### src/rtl/dpcm_saturator.sv
// Clamp stage for the DPCM datapath: limits each sample to [MIN_VAL, MAX_VAL] and queues it in an output FIFO.
// Optional saturation statistics are enabled with the DPCM_SAT_STATS_EN macro.
module dpcm_saturator #(
   parameter int WIDTH       = 8,
   parameter int SIGNED_MODE = 0,
   parameter int MAX_VAL     = 200,
   parameter int MIN_VAL     = 0,
   parameter int DEPTH       = 4
) (
   input  logic                   clk,
   input  logic                   rst,
   input  logic                   in_valid,
   output logic                   in_ready,
   input  logic [WIDTH-1:0]       in_data,
   output logic                   out_valid,
   input  logic                   out_ready,
   output logic [WIDTH-1:0]       out_data,
   output logic                   out_sat,
   output logic [$clog2(DEPTH):0] fifo_level
`ifdef DPCM_SAT_STATS_EN
   ,
   input  logic                   stats_clr,
   output logic [15:0]            sat_hi_cnt,
   output logic [15:0]            sat_lo_cnt
`endif
);

   localparam int AW = $clog2(DEPTH);
   localparam bit SM = (SIGNED_MODE != 0);
   localparam logic [WIDTH-1:0] MAX_V = WIDTH'(MAX_VAL);
   localparam logic [WIDTH-1:0] MIN_V = WIDTH'(MIN_VAL);
   // Both modes compare in one extra bit so a single signed compare covers unsigned data too.
   localparam logic signed [WIDTH:0] MAX_E = {(SM ? MAX_V[WIDTH-1] : 1'b0), MAX_V};
   localparam logic signed [WIDTH:0] MIN_E = {(SM ? MIN_V[WIDTH-1] : 1'b0), MIN_V};

   logic signed [WIDTH:0] d_ext;
   logic                  above;
   logic                  below;
   logic [WIDTH-1:0]      clamp_data;
   logic                  clamp_sat;

   always_comb begin
      d_ext      = {(SM ? in_data[WIDTH-1] : 1'b0), in_data};
      above      = (d_ext > MAX_E);
      below      = (d_ext < MIN_E);
      clamp_data = in_data;
      if (above) begin
         clamp_data = MAX_V;
      end else if (below) begin
         clamp_data = MIN_V;
      end
      clamp_sat  = above | below;
   end

   logic [AW:0]      wr_ptr;
   logic [AW:0]      rd_ptr;
   logic [WIDTH:0]   mem [DEPTH];
   logic             run;
   logic [WIDTH-1:0] last_data;
   logic             last_sat;
   logic             full;
   logic             empty;
   logic             push;
   logic             pop;

   // Handshakes: a transfer happens on a rising clk edge where valid && ready; valid and data hold until then.
   assign full       = (wr_ptr[AW] != rd_ptr[AW]) && (wr_ptr[AW-1:0] == rd_ptr[AW-1:0]);
   assign empty      = (wr_ptr == rd_ptr);
   assign fifo_level = wr_ptr - rd_ptr;
   assign in_ready   = run && !full;
   assign out_valid  = !empty;
   assign push       = in_valid && in_ready;
   assign pop        = out_valid && out_ready;

   // When empty the head shows the last popped entry, which is zero after reset.
   always_comb begin
      {out_sat, out_data} = {last_sat, last_data};
      if (!empty) begin
         {out_sat, out_data} = mem[rd_ptr[AW-1:0]];
      end
   end

   always_ff @(posedge clk or posedge rst) begin
      if (rst) begin
         wr_ptr    <= '0;
         rd_ptr    <= '0;
         run       <= 1'b0;
         last_data <= '0;
         last_sat  <= 1'b0;
      end else begin
         run <= 1'b1;
         if (push) begin
            wr_ptr <= wr_ptr + 1'b1;
         end
         if (pop) begin
            rd_ptr                <= rd_ptr + 1'b1;
            {last_sat, last_data} <= mem[rd_ptr[AW-1:0]];
         end
      end
   end

   always_ff @(posedge clk) begin
      if (push) begin
         mem[wr_ptr[AW-1:0]] <= {clamp_sat, clamp_data};
      end
   end

`ifdef DPCM_SAT_STATS_EN
   always_ff @(posedge clk or posedge rst) begin
      if (rst) begin
         sat_hi_cnt <= '0;
         sat_lo_cnt <= '0;
      end else if (stats_clr) begin
         sat_hi_cnt <= '0;
         sat_lo_cnt <= '0;
      end else begin
         if (push && above && (sat_hi_cnt != 16'hFFFF)) begin
            sat_hi_cnt <= sat_hi_cnt + 16'd1;
         end
         if (push && below && (sat_lo_cnt != 16'hFFFF)) begin
            sat_lo_cnt <= sat_lo_cnt + 16'd1;
         end
      end
   end
`endif

endmodule

### config.mk
export PLATFORM = sky130hd
export DESIGN_NAME = dpcm_saturator
export DESIGN_NICKNAME = d
export VERILOG_FILES = /design/src/rtl/dpcm_saturator.sv
export SDC_FILE = /design/constraint.sdc
export NUM_CORES = 1
export LEC_CHECK = 0
export CAP_MARGIN = 40
export CORE_MARGIN = 2
export CORE_UTILIZATION = 50
export DETAILED_ROUTE_END_ITERATION = 6
export PLACE_DENSITY = 0.78
export SLEW_MARGIN = 40
export SYNTH_ARGS = -nofsm -noshare
export SYNTH_HDL_FRONTEND = slang
export SYNTH_SLANG_ARGS = --single-unit
### constraint.sdc
create_clock -name clk -period 2.51 [get_ports clk]
set_clock_uncertainty 0.1 [all_clocks]
set_input_delay 0.753 -clock clk [delete_from_list [all_inputs] [get_ports clk]]
set_output_delay 0.753 -clock clk [all_outputs]
set_load 0.1 [all_outputs]
# Word level (Yosys, flattened, before mapping)
# Memories as Yosys holds them, arrays and structs flattened.
# Cells that the tools add are included.
# totals
register_bits	16
latchBits	0
ram_bits	36
rom_bits	0
input_bits	12
word_cells	24
memories	1
# classes
n_addsub	3
mul	0
n_div	0
magnitude_cmp	1
n_eq_ne	3
shift	0
muxes	5
n_bitwise	0
reduce_logical	6
# mem_list
name	words	word_bits	read_ports	rd_ports_with_merged_regs	write_ports	line_no	text
mem	4	9	1	0	1	57	logic [WIDTH:0] mem [DEPTH];
# op_table
operator	n
2-to-1 mux 8 bit	2
> comparator 8 bit, second input constant	1
adder 3 x 1 -> 3 bit, second input constant	2
logical AND 1 bit	4
== test 3 bit	1
2-to-1 mux 1 bit	3
subtractor 3 bit	1
== test 2 bit	1
logical NOT 1 bit	2
!= test 1 bit	1

# Depth between registers and ports, before layout
# Gate-level depths: netlist (run 1).
# depth
ltp_word	7
mapped_depth	7

# Worst setup path after synthesis (run 1)
# OpenSTA, ideal clock, no wires.
# synth_timing
path_type	register -> output
start	reg rd_ptr[1]
end	out in_ready
arrival_time_ns	2.621
t_required_ns	1.657
path_slack_ns	-0.964
path_stages_with_launch	5
n_path_buf	1
cell_sequence	dfrtp_1 > clkbuf_1 > inv_1 > ha_1 > a31oi_1
# synth_between
elab_chain_cells	4
# synth_lines
item	line_no	text
from (decl)	56	logic [AW:0] rd_ptr;
from (signal assigned)	96	rd_ptr <= rd_ptr + 1'b1;
== test 2 bit	67	assign full = (wr_ptr[AW] != rd_ptr[AW]) && (wr_ptr[AW-1:0] == rd_ptr[AW-1:0]);
logical AND 1 bit	67	
logical NOT 1 bit	70	assign in_ready = run && !full;
logical AND 1 bit	70	
to (decl)	13	output logic in_ready,
# Every way passes these cells.

# Worst setup path in the final report (run 1)
# layout_timing
start	reg rd_ptr[0]
end	out out_data[5]
# layout_between
elab_chain_cells	2
# layout_lines
item	line_no	text
memory (4 x 9 bit) / == test 3 bit (equally long branches)	--	
2-to-1 mux 8 bit (*)	78	if (!empty) begin
to (decl)	17	output logic [WIDTH-1:0] out_data,
# Mark *: on every way between the ends. The rest lies on a longest branch, timed or not.

==> results, run 1 <==
- The worst setup path is launched from a register.
- Setup violations remaining at the end of the flow were counted as 11.
- The area of placed instances is 2970 um^2.
- The number of global-route vias before repair was 1301.
- The highest metal layer with signal wires is met4.
- Yosys printed 0 warnings.
- For this block, the via count after detailed routing is around 1200.
- The mapped netlist covers 2300 um^2.
- Of all nets on the critical path, the largest fanout is 10.
- The total congestion overflow after global routing is 0.
- TritonCTS built the clock tree.
- STA classifies the critical path endpoint as an output pin.
- For this run, the post-layout net count is 194.
- After detailed routing, the number of remaining DRC violations is 0.
- Relative to the synthesized area, the layout overhead comes to 35.4%.
- Measured along the y axis, the die boundary spans about 72 um.
- The library cell used most frequently in the layout, excluding fill and tap cells, is edfxtp_1.
- The share of the clock period used by the worst path after layout is 111%.
- The via density per instance is 5.41.
- The clock passes through at most 2 buffers.
- Subtracting the final worst setup slack from the clock period gives 2.78 ns.
- The kind of critical path is reg -> out.
- Setup repair after global routing could not meet its margin everywhere.
- The number of H-tree levels is 2.
- In this run, synthesis produced a sequential element count of 52.
- The maximum number of pins on one net before global-route repair is 17.
- The worst pin sits at a relative slew slack of 49.1%.
- Global routing consumed, over all layers together, 17.5% of the routing resources.
- After detailed routing, the average wire length per cell comes to 18.0 um.
- The number of failing hold endpoints at the final stage is 0.
- Detailed placement ended at an HPWL of 2.98 mm.
- The number of placement rows is 24.
- Cells with a size suffix above 1 make up approximately 47% of the layout.
- At the worst endpoint, the arrival time is 1.93 ns.
- The routed design uses 130 um of met3 wire.
- The area taken by flip-flops and latches is 1490 um^2.
- The fill cell instance count of the final layout is 272.
- The required time at the worst-slack endpoint is 1.66 ns.
- After detailed routing, the met2 layer carries 2.17 mm of wire.
- In the layout the commonest cells are edfxtp_1, buf_12, mux2_4.
- The library cell used as clock root buffer is clkbuf_8.
- The post-synthesis cell count is about 130.
- Across the run, the number of max-cap violations was 0.
- The number of clock sinks seen by CTS is between 50 and 60.
- The first routing iteration left 42 violations.
- The first-pass detailed-route iteration total is 3.
- The die covers slightly above 5000 um^2.
- The final reports fail on setup timing.
- The global placer's final weighted congestion is 0.752.
- The count of buffers inserted at the top-level ports is 25.
- The routed metal-1 wirelength is 1.75 mm.
- The clock edge transition at the registers on the reported setup and hold paths is roughly 0.090 ns.
- The multi-input gate area in the final layout is 871 um^2.
- For the pin with the worst max-slew slack, the measured transition is 0.763 ns.
- The number of distinct standard cells referenced by the synthesized netlist is 27.
- The first global-routing pass estimated 6.57 mm of wire.
- The count of final max-slew check failures was 0.
- Derived from the worst setup path, the maximum achievable clock frequency is 360 MHz.
- The portion of the post-synthesis area used by sequential elements is ~64%.
- The number of buffers created by CTS is 5.
- The area of all placed cells without fillers is 3120 um^2.
- The final routed wirelength across all metal layers is 4.10 mm.
- The number of antenna diodes is 0.
- Across all setup checks in the final design, the least slack found is -0.271 ns.
- Synthesis produced a netlist with a net count of 151.
- The width of the chip is 71.9 um.
- The cts-stage hold buffer count is 0.
- Clock latency on the worst-skew pair, taken at its later pin, is 0.31 ns.
- The run finished, with violations left.
- The path type of the worst min-delay path is reg -> reg.
- After floorplanning, the core was sized to cover 4380 um^2.
- The average instance area after synthesis is ~18 um^2.
- The initial antenna violation count is 0.
- The initial core utilization is 52.5%.
- The count of boundary I/O pins is 26.
- The remaining antenna violation count after routing is 0.
-- layout make-up --
| type | instances | area share [%] |
|---|---|---|
| Tap cell | 52 | 2.09 |
| Multi-Input combinational cell | 66 | 27.9 |
| Timing Repair Buffer | 41 | 18.4 |
| Inverter | 8 | 1.16 |
| Clock buffer | 5 | 2.21 |
| Sequential cell | 52 | 47.6 |
| Clock inverter | 3 | 0.602 |
-- layer usage --
layer  global-route usage [%]  vias to the layer above
met3                     4.64                        7
met4                     5.03                        0
li1                         -                      565
met5                        0                        -
met2                     29.4                       23
met1                     22.7                      632
-- cell usage after synthesis --
library cell | instances | share of area [%]
buf_2 | 1 | 0.22
ha_1 | 7 | 3.8
o211ai_1 | 1 | 0.33
mux2_4 | 9 | 5.9
nand2_1 | 3 | 0.49
edfxtp_1 | 36 | 47
mux4_2 | 9 | 8.8
or2_2 | 1 | 0.27
nand3_1 | 1 | 0.22
xnor2_1 | 3 | 1.1
nor2b_1 | 3 | 0.82
fa_1 | 1 | 0.87
a31oi_1 | 3 | 0.82
conb_1 | 1 | 0.16
inv_1 | 8 | 1.3
xor2_2 | 1 | 0.71
and2_1 | 5 | 1.4
o31ai_1 | 1 | 0.33
a21oi_1 | 1 | 0.22
dfrtp_1 | 16 | 17
mux2_2 | 11 | 5.4
xor2_1 | 2 | 0.76
buf_6 | 1 | 0.49
o21ai_2 | 1 | 0.38
clkbuf_1 | 3 | 0.49
nor2_2 | 1 | 0.27
nor2_1 | 1 | 0.16
-- what timing repair did --
action | in CTS | in global routing
gates resized for setup | 3 | 3
endpoints found under the setup margin | 13 | 12
pin swaps | 0 | 3
hold endpoints to repair | 0 | 0
setup buffers | 2 | 3
gates cloned | 0 | 0
-- metrics by stage --
step | hold slack, ns | TNS, ns | setup slack [ns] | cells | utilization [%]
2_1_floorplan | 0.380 | -0.846 | -0.0798 | 131 | -
3_3_place_gp | 0.390 | 0 | 0.0692 | 214 | 67.8
3_5_place_dp | 0.401 | 0 | 0.0238 | 214 | 67.8
4_1_cts | 0.424 | -2.77 | -0.288 | 224 | 70.5
5_1_grt | 0.439 | -2.95 | -0.311 | 227 | 71.1
6_report | 0.428 | -2.54 | -0.271 | 227 | 71.1
-- worst max-delay path, cell delays in order (launching register included) --
cell     delay (ns)
dfrtp_2        0.44
buf_12         0.16
mux4_2         0.54
mux2_4         0.31
buf_12         0.17
-- flip-flops by register name, summed over array words and instances (netlist names) --
| name | cells |
|---|---|
| last_data | 8 |
| last_sat | 1 |
| mem | 36 |
| rd_ptr | 3 |
| run | 1 |
| wr_ptr | 3 |
-- worst paths after layout --
kind / start / endpoint / slack, ns / cells past startpoint
worst max-delay path: rd_ptr[0] / out_data[5] / -0.27 / 4
worst max register to register: rd_ptr[2] / last_data[4] / 0.43 / 4
worst min-delay path: last_sat / last_sat / 0.43 / 1
max in group asynchronous: rst / wr_ptr[1] / 1.11 / 2
worst min register to register: last_sat / last_sat / 0.43 / 1
min in group asynchronous: rst / last_data[4] / 0.73 / 2
-- logic make-up (layout without fill, tap and decap cells) --
group / count (synthesis) / after routing / synth area share [%]
other: 1 / 1 / 0.163
and+or+nand+nor: 15 / 15 / 3.59
adders and majority gates: 8 / 8 / 4.67
DFF: 52 / 52 / 64.3
muxes: 29 / 29 / 20.1
xor gates and xnor gates: 6 / 6 / 2.61
buffers and inverters: 13 / 57 / 2.50
AOI/OAI and AO/OA: 7 / 7 / 2.07
Power of run 1 is not shown: default switching activity piles up to over one toggle a cycle in this logic, so the estimate is an artifact.
==> run 2, diff against run 1 <==
--- a/config.mk
+++ b/config.mk
@@ -9,6 +9,7 @@
 export CORE_MARGIN = 2
 export CORE_UTILIZATION = 50
 export DETAILED_ROUTE_END_ITERATION = 6
+export GPL_TIMING_DRIVEN = 0
 export PLACE_DENSITY = 0.78
 export SLEW_MARGIN = 40
 export SYNTH_ARGS = -nofsm -noshare
==> run 2 against run 1 <==
- the run still ends with setup timing left
- via count rose by 1.1%
- core utilization rose by 1.3 points
- first-iteration DRC count fell by 2.4%
- worst hold slack got worse by 0.011 ns
- register-to-register slack got worse by 0.19 ns
- final area rose by 1.8%
- wire length rose by 6.7%
- fmax fell by 3.4%
- critical path depth rose by 4
==> results, run 2 (same netlist as run 1, synthesis figures left out) <==
- Setup violations remaining at the end of the flow were counted as 13.
- The first-pass detailed-route iteration total is 4.
- The dominant cell type by count on the critical path is clkbuf_16.
- The post-detailed-route wirelength per cell is 18.8 um.
- The startpoint kind of the worst setup timing path is a register.
- The worst-case reg-to-reg path depth is 6.
- Cells fill 72.4% of the core in the end.
- Setup repair after global routing could not meet its margin everywhere.
- The first global-routing pass estimated ~6.8 mm of wire.
- The placeable core region is 4380 um^2.
- The number of violations of the max-capacitance limit is 0.
- The met3 wire length is 103 um.
- At the pin with the least slew margin, the transition time is 0.799 ns.
- The clock tree synthesis step divided the H-tree into 2 levels.
- The library cell used as clock root buffer is clkbuf_8.
- The clock insertion delay at the later pin of the skew report is 0.29 ns.
- In this run the tightest slew margin relative to its limit is 46.6%.
- For this block, wires on met1 add up to about 1.9 mm.
- The count of vias placed by the detailed router is 1240.
- The TritonCTS clock tree is yes.
- The initial core utilization is 52.5%.
- The cts-stage hold buffer count is 0.
- Leaving out fill and tap cells, the most frequent cell in the layout is edfxtp_1.
- The area of all placed cells without fillers is about 3200 um^2.
- Final hold analysis gives a worst-case slack of approximately 0.42 ns.
- The number of failing hold endpoints at the final stage was 0.
- The remaining antenna violation count after routing is 0.
- The path type of the worst min-delay path is reg -> reg.
- For this run, the top clock speed supported by timing is 347 MHz.
- The count of buffers inserted at the top-level ports is 25.
- The final layout contains 199 nets.
- The worst path in the final design needs a cycle of 2.88 ns, including I/O delays and setup.
- The slowest cell on the critical path is dfrtp_2.
- Entering global routing, the biggest net connects 17 pins.
- The worst register-to-register path begins at rd_ptr[1].
- The data arrival time of the worst path is 2.03 ns.
- The number of placement rows is 24.
- The total length of routed met2 wires is 2.37 mm.
- The HPWL reported at the end of detailed placement is 2.82 mm.
- The endpoint identified for the worst register-to-register timing path is mem[2][1].
- In the layout the commonest cells are edfxtp_1, mux2_4, dfrtp_1, buf_12, buf_4.
- The register with the most flip-flops in the layout has 36 of them.
- The DRC violation count after routing is 0.
- In the final layout, the share of cells above drive strength 1 is slightly above 50%.
- The critical path contains buffers and inverters numbering 4 combined.
- The required time at the worst-slack endpoint is 1.66 ns.
- The share of the clock period used by the worst path after layout is 115%.
- The final routed wirelength across all metal layers is 4.37 mm.
- Summed over all failing endpoints, the final setup total negative slack is -3.46 ns.
- The maximum root-to-sink buffer count is 2.
- The worst hold path begins at last_data[4].
- The clock edge transition at the registers on the reported setup and hold paths is 0.09 ns.
- The number of clock sinks seen by CTS is 52.
- The number of DRC markers in iteration 0 is 41.
- The setup slack of the critical path after layout is -0.370 ns.
- From synthesis to final layout, the design area changed by 37.9%.
- The floorplan step set the die height to 71.9 um.
- The total overflow left after global routing is 0.
- The run finished, with violations left.
- The initial antenna violation count is 0.
- The full die area is 5160 um^2.
- Dividing the detail-routed via count by the number of cells gives 5.34.
- The fill cell instance count of the final layout is 250.
- The count of final max-slew check failures was 0.
- The number of global-route vias before repair was 1315.
- For this run, the slowest stage of the critical path takes ~0.4 ns.
- Across the whole layout, storage elements account for between 1000 and 1500 um^2.
- The overall global routing resource usage is 17.7%.
- The kind of critical path is reg -> out.
- Summing all multi-input logic gate instances after layout gives 892 um^2.
- Routability-driven placement finished with a final weighted congestion of 0.705.
- The element type at the critical path end is an output pin.
- The number of antenna diodes is 0.
- In this design, the largest share of critical-path delay is due to buffers and inverters.
- The signal on the critical path passes through clkbuf_16, inv_6, ha_4, nand2_4, nor2_4, clkbuf_16, mux2_4, buf_12.
- The number of clock buffers added by TritonCTS is 5.
- The final reports fail on setup timing.
- The highest fanout seen on the critical path is 6.
- Along the worst hold path, the cell count comes to 1.
- The width of the chip is a little over 70 um.
- For this design the top-level I/O count stands at 26.
- For flop-to-flop paths, the worst setup slack is about 0.24 ns.
- The worst hold path terminates at last_data[4].
- Once placement finished, the instance area stood at approximately 2700 um^2.
- The highest metal layer with signal wires is met4.
run 2: changes by cell type in the layout (fill, tap and decap cells not counted), sizes merged:
cell,previous run,this run
clkbuf,5,10
clkinv,3,1
bufinv,0,1
buf,30,31
run 2: per-stage QoR:
step                cells  setup WS [ns]
global route          232         -0.425
floorplan             131        -0.0798
CTS                   219         -0.367
finish                232         -0.370
detailed placement    208         -0.429
global placement      208          -1.10
run 2: worst register-to-register path, cell delays in order (launching register included):
cell	delay [ns]
dfrtp_2	0.44
clkbuf_16	0.17
inv_6	0.05
ha_4	0.20
buf_4	0.16
a31oi_1	0.42
and2_2	0.41
run 2: what timing repair did:
item | in CTS | in global routing
setup endpoints to repair | 14 | 40
pin swaps | 1 | 1
resized for setup | 56 | 13
setup buffers | 3 | 12
cloned | 0 | 1
endpoints found under the hold margin | 0 | 0
run 2: cell type report:
cell class / instances / share of cell area (%)
Buffer: 5 / 1.73
Clock buffer: 6 / 2.60
Clock inverter: 2 / 1.06
Inverter: 8 / 1.30
Multi-Input combinational cell: 66 / 28.1
Sequential cell: 52 / 46.8
Tap cell: 52 / 2.05
Timing Repair Buffer: 41 / 16.4
run 2: worst max path at each step:
| stage | to | cells past startpoint | startpoint |
|---|---|---|---|
| after CTS | out_data[6] | 8 | rd_ptr[1] |
| after global routing | out_data[4] | 8 | rd_ptr[1] |
| final | out_data[3] | 8 | rd_ptr[1] |
| after detailed placement | out_data[6] | 7 | rd_ptr[1] |
| after global placement | out_data[3] | 7 | rd_ptr[1] |
| after floorplan | out_data[0] | 6 | rd_ptr[1] |
run 2: metal layers:
layer,vias to the layer above,GRT usage [%]
met2,26,31.1
met5,-,0
met1,634,22.7
met4,0,4.82
li1,576,-
met3,4,3.09
Power of run 2 is left out for the same reason.
==> RTL edit, RTL diff (settings of run 2) <==
Add a define of `DPCM_SAT_STATS_EN`.
--- a/src/rtl/dpcm_saturator.sv
+++ b/src/rtl/dpcm_saturator.sv
@@ -1,5 +1,7 @@
 // Clamp stage for the DPCM datapath: limits each sample to [MIN_VAL, MAX_VAL] and queues it in an output FIFO.
 // Optional saturation statistics are enabled with the DPCM_SAT_STATS_EN macro.
+`define DPCM_SAT_STATS_EN
+
 module dpcm_saturator #(
    parameter int WIDTH       = 8,
    parameter int SIGNED_MODE = 0,
Interface: changed (added sat_hi_cnt, sat_lo_cnt and stats_clr); port bits go from 26 to 59. The function was not compared with the original's and may differ.
==> RTL edit against run 2 <==
- the run still ends with setup timing left
- critical path depth fell by 4
- first-iteration DRC count rose by 140%
- setup slack improved by 0.056 ns
- utilization fell by 3.7 points
- cell count rose by 75%
- routed wire length rose by 56%
- critical path type unchanged
- cell area rose by 37%
- worst hold slack improved by 0.0071 ns
- synthesized cell count rose by 88%
- area after synthesis rose by 42%
- sequential cell count rose by 16
Power is left out: the tool's default activity adds up to more than one toggle a clock period on the data nets, which glitch-free logic cannot reach.
==> RTL edit: results (changes against run 2) <==
| Metric | Value |
|---|---|
| Run status | `complete, but fails checks (unchanged)` |
| Violated checks | `setup timing (unchanged)` |
| Data arrival at the endpoint of the critical path | `1.97 ns (was 2.03 ns)` |
| Critical path launch point | `rd_ptr[0] (was rd_ptr[1])` |
| Async set-reset flop share out of synthesis | `47.06% (was 30.77%)` |
| First-pass GRT wire length | `11180 um (was 6810 um)` |
| Clock-pin transition on the worst setup and hold timing paths | `0.07 ns (was 0.09 ns)` |
| Number of setup buffers added after CTS | `4 (was 3)` |
| DP Wirelength | `4332 um (was 2824 um)` |
| Fill cells | `455 (was 250)` |
| Worst slew pin tran | `0.7668 ns (was 0.7991 ns)` |
| Port buffer count | `41 (was 25)` |
| Logic depth of the worst register-to-register path | `9 (was 6)` |
| Hold path startpoint | `last_data[0] (was last_data[4])` |
| Total Nets Final | `347 (was 199)` |
| Commonest cells in the netlist | `sky130_fd_sc_hd__edfxtp_1 (36), sky130_fd_sc_hd__dfrtp_1 (32), sky130_fd_sc_hd__mux2_2 (20), sky130_fd_sc_hd__buf_4 (16) (was sky130_fd_sc_hd__edfxtp_1 (36), sky130_fd_sc_hd__dfrtp_1 (16), sky130_fd_sc_hd__mux2_2 (11), sky130_fd_sc_hd__mux2_4 (9), sky130_fd_sc_hd__mux4_2 (9))` |
| Final number of setup-violating endpoints | `12 (was 13)` |
| Via count of the first global-routing pass | `2135 (was 1315)` |
| Global-route total usage across every layer | `20.13% (was 17.68%)` |
| Unique masters post-synth | `39 (was 27)` |
| Resized Gates After CTS | `70 (was 56)` |
| Clk Latency, worst-skew pair | `0.33 ns (was 0.29 ns)` |
| End of the worst register-to-register path | `sat_hi_cnt[9] (was mem[2][1])` |
| Total cell area at the placement stage | `0.003807 mm^2 (was 0.002663 mm^2)` |
| Via density per instance | `5.383 (was 5.345)` |
| Final weighted congestion in routability-driven placement | `0.8660 (was 0.7046)` |
| Worst-case hold path end point | `last_data[0] (was last_data[4])` |
| Register-to-register setup slack | `0.10 ns (was 0.24 ns)` |
| Minimum setup slack in the final design | `-0.3139 ns (was -0.3702 ns)` |
| Count of routing violations after the opening detailed-route iteration | `97 (was 41)` |
| Pin count of the biggest net entering global routing | `33 (was 17)` |
| Maximum fanout along the worst path | `5 (was 6)` |
| Sequential element share of the synthesized area | `57.43% (was 64.35%)` |
| CTS Buf Count | `9 (was 5)` |
| Cell types with the largest area share after synthesis | `sky130_fd_sc_hd__edfxtp_1 (33%), sky130_fd_sc_hd__dfrtp_1 (24%), sky130_fd_sc_hd__mux2_2 (6.9%) (was sky130_fd_sc_hd__edfxtp_1 (47%), sky130_fd_sc_hd__dfrtp_1 (17%), sky130_fd_sc_hd__mux4_2 (8.8%))` |
## RTL edit: routing by layer
layer	global-route usage (%)	share of wire (%)	vias up
met1	26.76	43	1074
li1	-	-	1034
met2	33.24	51	75
met4	7.215	0.93	0
met3	3.891	4.7	8
met5	0	0	-
## RTL edit: layout make-up
cell class	instances	share of cell area, %
timing repair buffer	53	13.07
buffer	28	5.075
clock inverter	7	0.7741
sequential	68	43.35
clock buffer	9	2.838
multi-input combinational	157	31.85
tap	77	2.208
inverter	8	0.8314
## RTL edit: critical path, cell delays in order, from the launching register on
cell                        delay [ns]
sky130_fd_sc_hd__dfrtp_2          0.47
sky130_fd_sc_hd__clkbuf_16        0.19
sky130_fd_sc_hd__mux4_2           0.52
sky130_fd_sc_hd__mux2_4           0.29
sky130_fd_sc_hd__buf_12           0.17
## RTL edit: logic make-up (layout without fill, tap and decap cells)
| kind of cell | after synthesis | after routing | share of synthesized area (%) |
|---|---|---|---|
| AO/OA/AOI/OAI | 18 | 18 | 3.513 |
| XOR/XNOR | 14 | 14 | 3.971 |
| adder cells (fa/ha/maj) | 9 | 9 | 3.666 |
| buffers and inverters | 36 | 105 | 6.033 |
| flip-flops | 68 | 68 | 57.43 |
| multiplexers | 29 | 29 | 13.06 |
| other | 2 | 17 | 0.2292 |
| AND/OR/NAND/NOR | 70 | 70 | 12.10 |
## RTL edit: through the flow
step	utilization, %	setup slack [ns]	std cells	hold slack [ns]	TNS (ns)
after floorplan	-	0.009340	261	0.3796	0
after global placement	62.33	-0.9497	379	0.3876	-21.96
after detailed placement	59.96	-0.5652	379	0.3988	-12.84
after CTS	67.72	-0.3384	401	0.4135	-3.151
after global routing	68.73	-0.3720	407	0.4476	-3.617
final	68.73	-0.3139	407	0.4241	-2.985
